**src/rtl/regfile_op_sequencer.sv**
```systemverilog
`default_nettype none
// ============================================================================
//  Module      : regfile_op_sequencer
//  Description : Multi-cycle command sequencer in front of the 8-entry
//                register file (R1-R4, S1-S4). Accepts one command per
//                valid/ready handshake and drives read selects, function
//                select, active-low write enables and the write-data mux.
//                Supports LDI/MOV/CLR/INC/DEC, repeated increment (ADDK)
//                and a 3-step SWAP through a temporary register.
//                Optional macro SEQ_OPCOUNT_EN adds the OpCount output.
//  Revision    : 1.0 - initial release
// ============================================================================
module regfile_op_sequencer #(
    parameter logic [2:0] TMP_REG = 3'd7,
    parameter int         MAX_K   = 15
) (
    input  logic        Clock,
    input  logic        Reset,
    input  logic        CmdValid,
    output logic        CmdReady,
    input  logic [2:0]  CmdOp,
    input  logic [2:0]  CmdDst,
    input  logic [2:0]  CmdSrc,
    input  logic [15:0] CmdImm,
    output logic [2:0]  OutASel,
    output logic [2:0]  OutBSel,
    output logic [2:0]  FunSel,
    output logic [3:0]  RegSel,
    output logic [3:0]  ScrSel,
    output logic        IMuxSel,
    output logic [15:0] IData,
    output logic        Busy,
    output logic        Done,
`ifdef SEQ_OPCOUNT_EN
    output logic        Err,
    output logic [15:0] OpCount
`else
    output logic        Err
`endif
);

    // Command opcodes
    localparam logic [2:0] c_OP_LDI  = 3'd0;
    localparam logic [2:0] c_OP_MOV  = 3'd1;
    localparam logic [2:0] c_OP_CLR  = 3'd2;
    localparam logic [2:0] c_OP_INC  = 3'd3;
    localparam logic [2:0] c_OP_DEC  = 3'd4;
    localparam logic [2:0] c_OP_ADDK = 3'd5;
    localparam logic [2:0] c_OP_SWAP = 3'd6;
    localparam logic [2:0] c_OP_RSVD = 3'd7;

    // Regfile function codes
    localparam logic [2:0] c_FUN_DEC  = 3'b000;
    localparam logic [2:0] c_FUN_INC  = 3'b001;
    localparam logic [2:0] c_FUN_LOAD = 3'b010;
    localparam logic [2:0] c_FUN_CLR  = 3'b011;

    // FSM states
    localparam logic [1:0] c_ST_IDLE = 2'd0;
    localparam logic [1:0] c_ST_EXEC = 2'd1;
    localparam logic [1:0] c_ST_DONE = 2'd2;

    // Repeat ceiling, itself limited to what a 4-bit count can express
    localparam logic [3:0] c_MAX_K = (MAX_K > 15) ? 4'd15 : 4'(MAX_K);

    logic [1:0]  r_state;
    logic [1:0]  w_next_state;
    logic [2:0]  r_op;
    logic [2:0]  r_dst;
    logic [2:0]  r_src;
    logic [15:0] r_imm;
    logic [3:0]  r_k;
    logic [3:0]  r_step;
    logic        r_err;

    logic        w_accept;
    logic        w_cmd_err;
    logic [3:0]  w_k;
    logic [3:0]  w_last_step;
    logic        w_last;
    logic        w_wr_en;
    logic [2:0]  w_wr_id;
    logic [1:0]  w_bit;

    assign w_accept = CmdValid && (r_state == c_ST_IDLE);

    // Reserved opcode, or a SWAP whose operands alias each other or the temp
    assign w_cmd_err = (CmdOp == c_OP_RSVD) ||
                       ((CmdOp == c_OP_SWAP) &&
                        ((CmdSrc == CmdDst) || (CmdSrc == TMP_REG) || (CmdDst == TMP_REG)));

    assign w_k = (CmdImm[3:0] > c_MAX_K) ? c_MAX_K : CmdImm[3:0];

    // State register
    always_ff @(posedge Clock) begin
        if (Reset) begin
            r_state <= c_ST_IDLE;
        end else begin
            r_state <= w_next_state;
        end
    end

    // Command latch and EXEC step counter
    always_ff @(posedge Clock) begin
        if (Reset) begin
            r_op   <= 3'd0;
            r_dst  <= 3'd0;
            r_src  <= 3'd0;
            r_imm  <= 16'd0;
            r_k    <= 4'd0;
            r_step <= 4'd0;
            r_err  <= 1'b0;
        end else if (w_accept) begin
            r_op   <= CmdOp;
            r_dst  <= CmdDst;
            r_src  <= CmdSrc;
            r_imm  <= CmdImm;
            r_k    <= w_k;
            r_step <= 4'd0;
            r_err  <= w_cmd_err;
        end else if (r_state == c_ST_EXEC) begin
            r_step <= r_step + 4'd1;
        end
    end

    // Index of the final EXEC cycle for the latched command
    always_comb begin
        w_last_step = 4'd0;
        if (!r_err) begin
            case (r_op)
                c_OP_ADDK: w_last_step = (r_k == 4'd0) ? 4'd0 : (r_k - 4'd1);
                c_OP_SWAP: w_last_step = 4'd2;
                default:   w_last_step = 4'd0;
            endcase
        end
    end

    assign w_last = (r_step == w_last_step);

    // Next-state logic
    always_comb begin
        w_next_state = r_state;
        case (r_state)
            c_ST_IDLE: if (w_accept) w_next_state = c_ST_EXEC;
            c_ST_EXEC: if (w_last)   w_next_state = c_ST_DONE;
            c_ST_DONE: w_next_state = c_ST_IDLE;
            default:   w_next_state = c_ST_IDLE;
        endcase
    end

    // Output decode: per-op selects and the single active-low write enable
    always_comb begin
        CmdReady = (r_state == c_ST_IDLE);
        Busy     = (r_state == c_ST_EXEC) || (r_state == c_ST_DONE);
        Done     = (r_state == c_ST_DONE);
        Err      = (r_state == c_ST_DONE) && r_err;
        OutASel  = r_src;
        OutBSel  = r_dst;
        FunSel   = c_FUN_LOAD;
        IMuxSel  = 1'b0;
        IData    = r_imm;
        w_wr_en  = 1'b0;
        w_wr_id  = r_dst;
        RegSel   = 4'b1111;
        ScrSel   = 4'b1111;
        w_bit    = 2'd0;

        if ((r_state == c_ST_EXEC) && !r_err) begin
            case (r_op)
                c_OP_LDI: begin
                    w_wr_en = 1'b1;
                end
                c_OP_MOV: begin
                    IMuxSel = 1'b1;
                    w_wr_en = 1'b1;
                end
                c_OP_CLR: begin
                    FunSel  = c_FUN_CLR;
                    w_wr_en = 1'b1;
                end
                c_OP_INC: begin
                    FunSel  = c_FUN_INC;
                    w_wr_en = 1'b1;
                end
                c_OP_DEC: begin
                    FunSel  = c_FUN_DEC;
                    w_wr_en = 1'b1;
                end
                c_OP_ADDK: begin
                    // A zero count still spends one EXEC cycle, but writes nothing
                    FunSel  = c_FUN_INC;
                    w_wr_en = (r_k != 4'd0);
                end
                c_OP_SWAP: begin
                    IMuxSel = 1'b1;
                    w_wr_en = 1'b1;
                    case (r_step)
                        4'd0: begin
                            OutASel = r_src;
                            w_wr_id = TMP_REG;
                        end
                        4'd1: begin
                            OutASel = r_dst;
                            w_wr_id = r_src;
                        end
                        default: begin
                            OutASel = TMP_REG;
                            w_wr_id = r_dst;
                        end
                    endcase
                end
                default: begin
                    w_wr_en = 1'b0;
                end
            endcase
        end

        // id 0..3 map to RegSel bit 3..0, id 4..7 map to ScrSel bit 3..0
        w_bit = ~w_wr_id[1:0];
        if (w_wr_en) begin
            if (w_wr_id[2]) begin
                ScrSel[w_bit] = 1'b0;
            end else begin
                RegSel[w_bit] = 1'b0;
            end
        end
    end

`ifdef SEQ_OPCOUNT_EN
    logic [15:0] r_opcount;

    // Count successful completions, saturating at all-ones
    always_ff @(posedge Clock) begin
        if (Reset) begin
            r_opcount <= 16'd0;
        end else if ((r_state == c_ST_DONE) && !r_err && (r_opcount != 16'hFFFF)) begin
            r_opcount <= r_opcount + 16'd1;
        end
    end

    assign OpCount = r_opcount;
`endif

endmodule
`default_nettype wire
```
**config.mk**
```make
export PLATFORM = sky130hd
export DESIGN_NAME = regfile_op_sequencer
export DESIGN_NICKNAME = d
export VERILOG_FILES = /design/src/rtl/regfile_op_sequencer.sv
export SDC_FILE = /design/constraint.sdc
export NUM_CORES = 1
export LEC_CHECK = 0
export CAP_MARGIN = 10
export CORE_AREA = 3 3 83 85
export DETAILED_ROUTE_END_ITERATION = 8
export DIE_AREA = 0 0 86 88
export PLACE_DENSITY_LB_ADDON = 0.2
export SLEW_MARGIN = 10
export SYNTH_ARGS = -nofsm -noshare
export SYNTH_HDL_FRONTEND = slang
export SYNTH_SLANG_ARGS = --single-unit
```
**constraint.sdc**
```tcl
create_clock -name Clock -period 2.5 [get_ports Clock]
set_input_delay 0.25 -clock Clock [delete_from_list [all_inputs] [get_ports Clock]]
set_output_delay 0.25 -clock Clock [all_outputs]
set_load 0.01 [all_outputs]
```
==> flow_summary.ini <==
[power]
p_clk_share_pct = 22.2
peakVddDrop_mv = 0.389
switchingPower_uw = 804
seq_power_share_pct = 30.6
power.share.switching_pct = 36.3
intPower_mw = 1.41
power_frac_comb_pct = 47.2
p_leak_nw = 1.07
powerDensity_nw_per_um2 = 777

[synth]
syn_avg_cell_area_um2 = 7.31
synth-compound-area-share_pct = 20.9
ys_top_cells_by_area = dfxtp_1 (35%), nand2_1 (14%), a21oi_1 (9.2%)
yosysWarnings = 0
syn_nets = 289
ys_seq_elements = 32
synth.largest_area_cell = dfxtp_1
synthXorXnorAreaFrac_pct = 3.33
syn_area_um2 = 1840
yosysTopAreaCellShare_pct = 34.8
synth_cell_types = 37
yosys.area_share.adder_pct = 6.11
yosysSeqAreaShare_pct = 34.8
synth_top_family_by_area = simple AND/OR/NAND/NOR gates
synth_mux_area_share_pct = 1.63
synth-simple-area-share_pct = 28.6
synthCells = 252

[global_route]
grt_start_max_net_pins = 26
grt_overflow_total = 0
grt_pass1_wl_um = 8340
track_usage_pct = 13.7
grt_pass1_vias = 1865
antenna_found_initial = 0

[cells_and_area]
design_area_um2 = 2850
final_common_cell = nand2_1
seqCellArea_um2 = 643
areaGrowthSynthToFinish_pct = 54.4
final_cell_mix = nand2_1 (68), clkdlybuf4s50_1 (56), a21oi_1 (34)
drive_above_1_share_pct = 12.9
fill_cells = 667
fin_nets = 370
antenna_cells = 0
multiInputGateArea_um2 = 1160

[setup_path]
slowest_stage = clkdlybuf4s50_1
cp-start-kind = flip-flop
crit_required_ns = 2.25
max_stage_delay_ns = 0.53
crit_chain = nand2b_1 -> or2_2 -> nor3_1 -> buf_4 -> o22a_1 -> nor2_4 -> nand2_1 -> clkdlybuf4s50_1
cp_max_fo = 5
critPathArrivalTime_ns = 2.21
crit_type = flip-flop to primary output
end_kind = primary output

[drt]
dr_wl_met2_um = 2530
finalWirelength_um = 5150
wl_met1_um = 2390
viasPerCell = 4.72
post_drt_wl_per_cell_um = 12.5
via_count = 1941
wl_met3_um = 180
drt-pass1-iter-count = 4
first_iter_violations = 91
routed.top_layer = met4
ant_nets = 0
drcViolationCount = 0

[timing]
fin_crit_sh_pct = 98.4
hold_violations = 0
setup_ws_ns = 0.0399
finalSetupViolCount = 0
fin_skew_ns = 0.00501
tightest_slew_ns = 0.520
fmax_mhz = 406
grt_setup_unrepaired = yes
relSlewSlack_pct = 65.3
fin_crit_ns = 2.46
final-max-slew-violation-count = 0

[clock_tree]
path_clk_slew_ns = 0.07
holdBufCountCts = 0
clkLatencyLatePin_ns = 0.28
root_buffer = clkbuf_8
htreeDepth = 2
cts_tree = done
clockBufferDepth = 2
cts_made_buffers = 5
cts.sinks = 32

[placed_design]
gp_congestion = 0.806
portBuffers = 64
place_hpwl_um = 3960
post_dp_cell_area_um2 = 2680
dp_slack_ns = 0.0978

[floorplan]
core_um2 = 6280
ios = 66
chipWidth_um = 86
dieArea_um2 = 7570
start_util_pct = 29.4
rows = 29
fp.dieH_um = 88

[outcome]
status = complete, no violations

[hold_path]
hp-class = flip-flop to flip-flop

[flow_run]
maxCapViolations = 0
==> metrics by stage <==
stage          total power, mW  hold WS (ns)  TNS [ns]  std cells  utilization, %
6_report                  2.21         0.458         0        411            45.3
5_1_grt                   2.39         0.472    -0.350        411            45.3
4_1_cts                   2.22         0.459   -0.0818        410            44.8
3_5_place_dp              1.69         0.449         0        401            42.7
3_3_place_gp              1.69         0.444         0        401            42.7
2_1_floorplan             1.24         0.330         0        252               -
==> power groups by stage <==
stage	registers, mW	clock network [mW]	logic, mW
2_1_floorplan	0.701	0	0.540
3_3_place_gp	0.680	0	1.01
3_5_place_dp	0.683	0	1.01
4_1_cts	0.674	0.508	1.04
5_1_grt	0.691	0.534	1.16
6_report	0.677	0.491	1.04
==> state kept, by name (all words and copies together), names as in the netlist <==
name     count
r_err        1
r_state      2
r_src        3
OutBSel      3
r_step       4
r_op         3
IData       16
==> final timing paths <==
kind	startpoint	end	slack, ns	depth (start not counted)
max reg2reg	IData[0]$_SDFFE_PP0P_	r_state[0]$_SDFFE_PP0P_	0.18	10
min reg2reg	IData[11]$_SDFFE_PP0P_	IData[11]$_SDFFE_PP0P_	0.46	2
max	r_op[0]$_SDFFE_PP0P_	RegSel[1]	0.04	8
min	IData[11]$_SDFFE_PP0P_	IData[11]$_SDFFE_PP0P_	0.46	2
==> cells by family (layout without fill, tap and decap cells) <==
logic type	Yosys count	after routing
mux	3	3
other cells	1	1
flops	32	32
fa+ha+maj	9	9
compound gates	60	60
buf+inv	21	103
xor+xnor	7	7
simple gates	119	119
==> cells in the mapped netlist <==
| cell type | n |
|---|---|
| nand4_1 | 1 |
| a2111oi_0 | 1 |
| nor3b_1 | 2 |
| nand3b_1 | 3 |
| a221oi_1 | 1 |
| mux2i_1 | 3 |
| a31oi_1 | 2 |
| a211oi_4 | 1 |
| o211ai_1 | 1 |
| o21ai_0 | 5 |
| or2_2 | 1 |
| nand3_1 | 5 |
| dfxtp_1 | 32 |
| ha_1 | 9 |
| nor3_1 | 8 |
| o22a_1 | 3 |
| a21o_1 | 2 |
| o221a_1 | 1 |
| a21oi_1 | 34 |
| clkbuf_1 | 10 |
| nand2_1 | 69 |
| nor2_1 | 16 |
| nor2b_1 | 4 |
| and2_1 | 2 |
| xnor2_1 | 2 |
| o22ai_1 | 2 |
| o32a_1 | 2 |
| a32o_1 | 1 |
| buf_4 | 1 |
| nand2b_1 | 6 |
| xor2_1 | 5 |
| o31ai_1 | 3 |
| a2111oi_2 | 1 |
| conb_1 | 1 |
| or3_1 | 1 |
| inv_1 | 10 |
| or4_4 | 1 |
==> metal layers <==
metal	track usage, %	vias to the layer above
met1	16.9	884
met3	3.67	4
met5	0	-
li1	-	1022
met4	4.03	0
met2	23.4	31
==> final cells by class <==
class / count / share of cell area (%)
Clock buffer: 6 / 2.55
Multi-Input combinational cell: 199 / 40.7
Clock inverter: 2 / 1.23
Inverter: 10 / 1.32
Tap cell: 77 / 3.38
Sequential cell: 32 / 22.6
Timing Repair Buffer: 85 / 28.2
==> what timing repair did <==
item / in CTS / in global routing
pin swaps: 2 / 1
gates resized for setup: 13 / 11
setup buffers: 1 / 1
endpoints found under the setup margin: 8 / 7
==> worst max-delay path, delay by kind of cell, from the launching register on <==
family                 cells  cell delay (ns)
AND/OR/NAND/NOR            5             0.75
buffers and inverters      2             0.69
flip-flops                 1             0.30
AO/OA/AOI/OAI              1             0.19
Note: power is estimated with default switching activity, not from simulation.
